File: src/rtl/rf_scoreboard_pkg.sv
// Shared register-file sizing constants.
// Used by the scoreboard and the bypassing register file.
package rf_scoreboard_pkg;

    localparam int RF_NUM_REGS = 8;
    localparam int RF_SEL_W    = 3;
    localparam int RF_CNT_W    = 2;

    // Largest in-flight count a register can hold before issue stalls.
    function automatic int rfCntMax(input int cntW);
        return (1 << cntW) - 1;
    endfunction

endpackage

File: src/rtl/rf_sb_counter.sv
// Per-register in-flight write counter.
// Saturates at both ends; flags a retire with nothing outstanding.
module rf_sb_counter
    import rf_scoreboard_pkg::*;
#(
    parameter int CNT_W = RF_CNT_W
) (
    input  logic             clk,
    input  logic             rst_n,
    input  logic             inc,
    input  logic             dec,
    output logic [CNT_W-1:0] count,
    output logic             nonzero,
    output logic             underflow
);

    localparam logic [CNT_W-1:0] cntMax = CNT_W'(rfCntMax(CNT_W));

    always_ff @(posedge clk or negedge rst_n) begin
        if (!rst_n) begin
            count <= '0;
        end else if (inc && !dec && count != cntMax) begin
            count <= count + CNT_W'(1);
        end else if (dec && !inc && count != '0) begin
            count <= count - CNT_W'(1);
        end
    end

    assign nonzero   = |count;
    assign underflow = dec && !inc && (count == '0);

endmodule

File: src/rtl/rf_scoreboard.sv
// Write-side hazard tracker for the register file.
// Stalls decode while a source still has an older write in flight.
module rf_scoreboard
    import rf_scoreboard_pkg::*;
#(
    parameter int NUM_REGS = RF_NUM_REGS,
    parameter int SEL_W    = RF_SEL_W,
    parameter int CNT_W    = RF_CNT_W
) (
    input  logic                clk,
    input  logic                rst_n,
    input  logic                issueEn,
    input  logic [SEL_W-1:0]    issueRegSel,
    input  logic                read1En,
    input  logic [SEL_W-1:0]    readReg1Sel,
    input  logic                read2En,
    input  logic [SEL_W-1:0]    readReg2Sel,
    input  logic                wbEn,
    input  logic [SEL_W-1:0]    wbRegSel,
    output logic                stall,
    output logic [NUM_REGS-1:0] busy,
    output logic                err
);

    localparam logic [CNT_W-1:0] cntMax = CNT_W'(rfCntMax(CNT_W));

    logic [CNT_W-1:0]    cnt [NUM_REGS];
    logic [NUM_REGS-1:0] nz;
    logic [NUM_REGS-1:0] unf;
    logic [NUM_REGS-1:0] wbHit;
    logic [NUM_REGS-1:0] pendVec;
    logic [NUM_REGS-1:0] incVec;
    logic                full;
    logic                issueAcc;

    // A write retiring this cycle is forwarded by the bypass, so it
    // no longer counts as pending when it is the last one.
    always_comb begin
        for (int r = 0; r < NUM_REGS; r++) begin
            wbHit[r]   = wbEn && (wbRegSel == SEL_W'(r));
            pendVec[r] = nz[r] && !(wbHit[r] && cnt[r] == CNT_W'(1));
        end
    end

    assign full = (cnt[issueRegSel] == cntMax) && !wbHit[issueRegSel];

    assign stall = (read1En && pendVec[readReg1Sel])
                || (read2En && pendVec[readReg2Sel])
                || (issueEn && full);

    assign issueAcc = issueEn && !stall;

    always_comb begin
        for (int r = 0; r < NUM_REGS; r++) begin
            incVec[r] = issueAcc && (issueRegSel == SEL_W'(r));
        end
    end

    for (genvar g = 0; g < NUM_REGS; g++) begin : gCnt
        rf_sb_counter #(
            .CNT_W(CNT_W)
        ) uCnt (
            .clk      (clk),
            .rst_n    (rst_n),
            .inc      (incVec[g]),
            .dec      (wbHit[g]),
            .count    (cnt[g]),
            .nonzero  (nz[g]),
            .underflow(unf[g])
        );
    end

    assign busy = nz;

    always_ff @(posedge clk or negedge rst_n) begin
        if (!rst_n) begin
            err <= 1'b0;
        end else if (|unf) begin
            err <= 1'b1;
        end
    end

endmodule

File: config.mk
export PLATFORM = sky130hd
export DESIGN_NAME = rf_scoreboard
export DESIGN_NICKNAME = d
export VERILOG_FILES = /design/src/rtl/rf_scoreboard_pkg.sv /design/src/rtl/rf_sb_counter.sv /design/src/rtl/rf_scoreboard.sv
export SDC_FILE = /design/constraint.sdc
export NUM_CORES = 1
export LEC_CHECK = 0
export BUFFER_PORTS_ARGS = -buffer_cell sky130_fd_sc_hd__buf_2
export CAP_MARGIN = 5
export CELL_PAD_IN_SITES_DETAIL_PLACEMENT = 1
export CELL_PAD_IN_SITES_GLOBAL_PLACEMENT = 2
export CORE_MARGIN = 2
export CORE_UTILIZATION = 32
export CTS_CLUSTER_DIAMETER = 40
export DETAILED_ROUTE_END_ITERATION = 8
export GPL_TIMING_DRIVEN = 0
export PLACE_DENSITY = 0.86
export RECOVER_POWER = 100
export SYNTH_ARGS = -nofsm -noshare
export SYNTH_HDL_FRONTEND = slang
export SYNTH_HIERARCHICAL = 1
export SYNTH_SLANG_ARGS = --single-unit
File: constraint.sdc
create_clock -name clk -period 3.1 [get_ports clk]
set_input_delay 0.62 -clock clk [delete_from_list [all_inputs] [get_ports clk]]
set_output_delay 0.62 -clock clk [all_outputs]
set_load 0.02 [all_outputs]
==> impl_metrics.tcl <==
set metrics [dict create \
    fillCellCount 613 \
    area_growth_pct 34.8 \
    synthMuxAreaShare_pct 2.29 \
    final-hold-violation-count 0 \
    ys_types 42 \
    vias_per_cell 5.29 \
    antenna_found_initial 0 \
    cts.htree.levels 1 \
    synth_area_leaders "dfrtp_1 (26%), nand2b_1 (8.0%), nand2_1 (5.5%)" \
    grt_max_degree 18 \
    synth-edff-count 0 \
    nets 271 \
    synth_xor_area_share_pct 1.07 \
    worst_skew_pair.late_latency_ns 0.26 \
    hold_path.class "flip-flop to flip-flop" \
    final_util_pct 43.9 \
    cp_max_fo 8 \
    required_ns 2.48 \
    grt_pass1_wl_um 8260 \
    p_leak_nw 0.965 \
    synth_nets 232 \
    design_area_um2 2210 \
    antennaDiodeCount 0 \
    synth_simple_gate_area_share_pct 43.1 \
    max_freq_mhz 333 \
    finalCritPeriodShare_pct 96.9 \
    core_area_um2 5040 \
    drtIter0Drc 46 \
    yosysSeqAreaShare_pct 25.9 \
    post-route-min-period_ns 3.00 \
    fin_tns_setup_ns 0 \
    die_area_um2 5720 \
    cts_buffer_depth 2 \
    syn_inst 214 \
    synthesis.area_um2 1640 \
    clk_pin_slew_ns 0.07 \
    overflow 0 \
    synth_warnings 6 \
    yosysMostFrequentCell "nand2_1" \
    max-cap-violations 0 \
    synth_top_family_by_area "simple AND/OR/NAND/NOR gates" \
    slew_viol_final 0 \
    routed_wirelength_um 4950 \
    vdd_ir_drop_max_mv 0.253 \
    vias 1702 \
    power_density_nw_per_um2 424 \
    grt_pass1_vias 1740 \
    synth_top_area_share_pct 25.9 \
    hpwl_um 3670 \
    cts_hold_buf 0 \
    worstMarginPinSlew_ns 0.978 \
    critPathKind "input pin to output port" \
    die_h_um 75.6 \
    die_x_um 75.6 \
    drcViolationCount 0 \
    crit_arrival_ns 2.38 \
    clock-sinks 17 \
    synth-compound-area-share_pct 22.9 \
    rows 26 \
    synth-async-reset-ratio_pct 100 \
    rsz0062_at_grt "no" \
    setup_viol 0 \
    avgSynthCellArea_um2 7.67 \
    routedWlPerCell_um 15.4 \
    cp-start-kind "input pin" \
    cts-buffers-inserted 3 \
    relSlewSlack_pct 34.8 \
    synth_top_area_cell "dfrtp_1" \
    gp_routability_congestion 0.823 \
    root_buffer "clkbuf_8" \
    numPortBuffers 26 \
    synthTopCellsByCount "nand2_1 (24), nand2b_1 (21), dfrtp_1 (17)" \
    track_usage_pct 19.1 \
    ys_ff_latch 17 \
    start_util_pct 32.6 \
    post_dp_cell_area_um2 1860 \
    finalClockSkew_ns 0.00198 \
    ys.flop_type "dfrtp_1" \
    cts_tree "yes" \
    io_pins 28 \
    finalPower_mw 0.939 \
    worstSetupEndpointType "output port" \
    synth_fa_ha_area_share_pct 0 \
    status "finished, final reports clean" \
    drive_gt1_share_pct 27.8 \
    ant_nets 0 \
    firstDrtPassIters 4 \
]
per-stage QoR:
step	cells	setup WS, ns	hold WS, ns
after detailed placement	310	-0.574	0.466
after CTS	319	-0.00299	0.296
after global placement	310	-0.509	0.461
final	322	0.0962	0.479
after floorplan	214	0.0868	0.324
after global routing	322	0.00835	0.537
cell usage in the layout (no fill, tap or decap), drive strengths merged:
| cell | count |
|---|---|
| nor3b | 1 |
| dfrtp | 17 |
| mux2 | 1 |
| a21o | 1 |
| a311o | 3 |
| a21oi | 10 |
| xnor2 | 2 |
| nor3 | 13 |
| nand2b | 21 |
| a311oi | 5 |
| o211ai | 3 |
| inv | 14 |
| nor2b | 9 |
| nor4 | 5 |
| a41oi | 1 |
| buf | 33 |
| o21ai | 18 |
| a41o | 1 |
| nand3 | 5 |
| and4b | 1 |
| nor2 | 16 |
| and4bb | 2 |
| o41ai | 4 |
| a211oi | 1 |
| o21a | 1 |
| a31oi | 2 |
| and3b | 9 |
| or2 | 9 |
| o2111a | 1 |
| clkbuf | 10 |
| nand4 | 1 |
| nor4b | 3 |
| o2111ai | 1 |
| nand3b | 1 |
| and2 | 1 |
| nand2 | 25 |
| mux4 | 1 |
logic make-up (layout without fill, tap and decap cells):
group | count (synthesis) | count (layout)
xor+xnor | 2 | 2
mux | 2 | 2
compound gates | 52 | 52
buf+inv | 19 | 57
flops | 17 | 17
simple gates | 122 | 122
state kept, by name, summed over array words and instances, names as in the netlist:
name	flops
gCnt.uCnt/count	16
err	1
what timing repair did:
action / in CTS / in global routing
cloned: 1 / 0
pin swaps: 2 / 9
endpoints found under the setup margin: 3 / 3
buffers inserted: 4 / 4
resized for setup: 26 / 20
worst paths after layout:
check	slack (ns)	end	startpoint	depth (start not counted)
max in group asynchronous	1.95	gCnt[2].uCnt/count[1]	rst_n	1
setup reg to reg	0.24	err	gCnt[2].uCnt/count[1]	11
hold reg to reg	0.48	err	err	2
min in group asynchronous	0.49	gCnt[1].uCnt/count[0]	rst_n	1
setup / recovery	0.1	stall	wbRegSel[1]	10
hold / removal	0.48	err	err	2
power breakdown:
| group | total, mW | switching (mW) | internal (mW) | leakage [nW] |
|---|---|---|---|---|
| logic | 0.366 | 0.210 | 0.156 | 0.773 |
| registers | 0.395 | 0.109 | 0.286 | 0.170 |
| clock network | 0.178 | 0.0863 | 0.0916 | 0.0228 |
| total | 0.939 | 0.405 | 0.534 | 0.965 |
worst max-delay path, stage by stage:
cell and delay [ns]:
clkbuf_4 0.19, nand2_8 0.10, o41ai_4 0.36, buf_4 0.17, o2111a_1 0.17, a41oi_1 0.04
a41o_1 0.28, buf_6 0.15, a21o_1 0.16, buf_6 0.13
cell type report:
type / instances / area (µm²) / share of cell area, %
buffer: 4 / 28.8 / 1.30
clock buffer: 4 / 45.0 / 2.04
inverter: 14 / 52.6 / 2.37
multi-input combinational: 178 / 1350 / 61.0
sequential: 17 / 427 / 19.3
tap: 70 / 87.6 / 3.96
timing repair buffer: 35 / 223 / 10.1
metal layers:
layer  part of all wire, %  GRT usage [%]  up-vias  wire, µm
met3                   2.0           2.51        4       101
li1                      -              -      854         -
met4                  0.97           5.65        0        48
met2                    50           32.7       16      2490
met1                    47           25.1      828      2310
met5                     0              0        -         0
No activity file was read; power rests on OpenSTA's default activity.
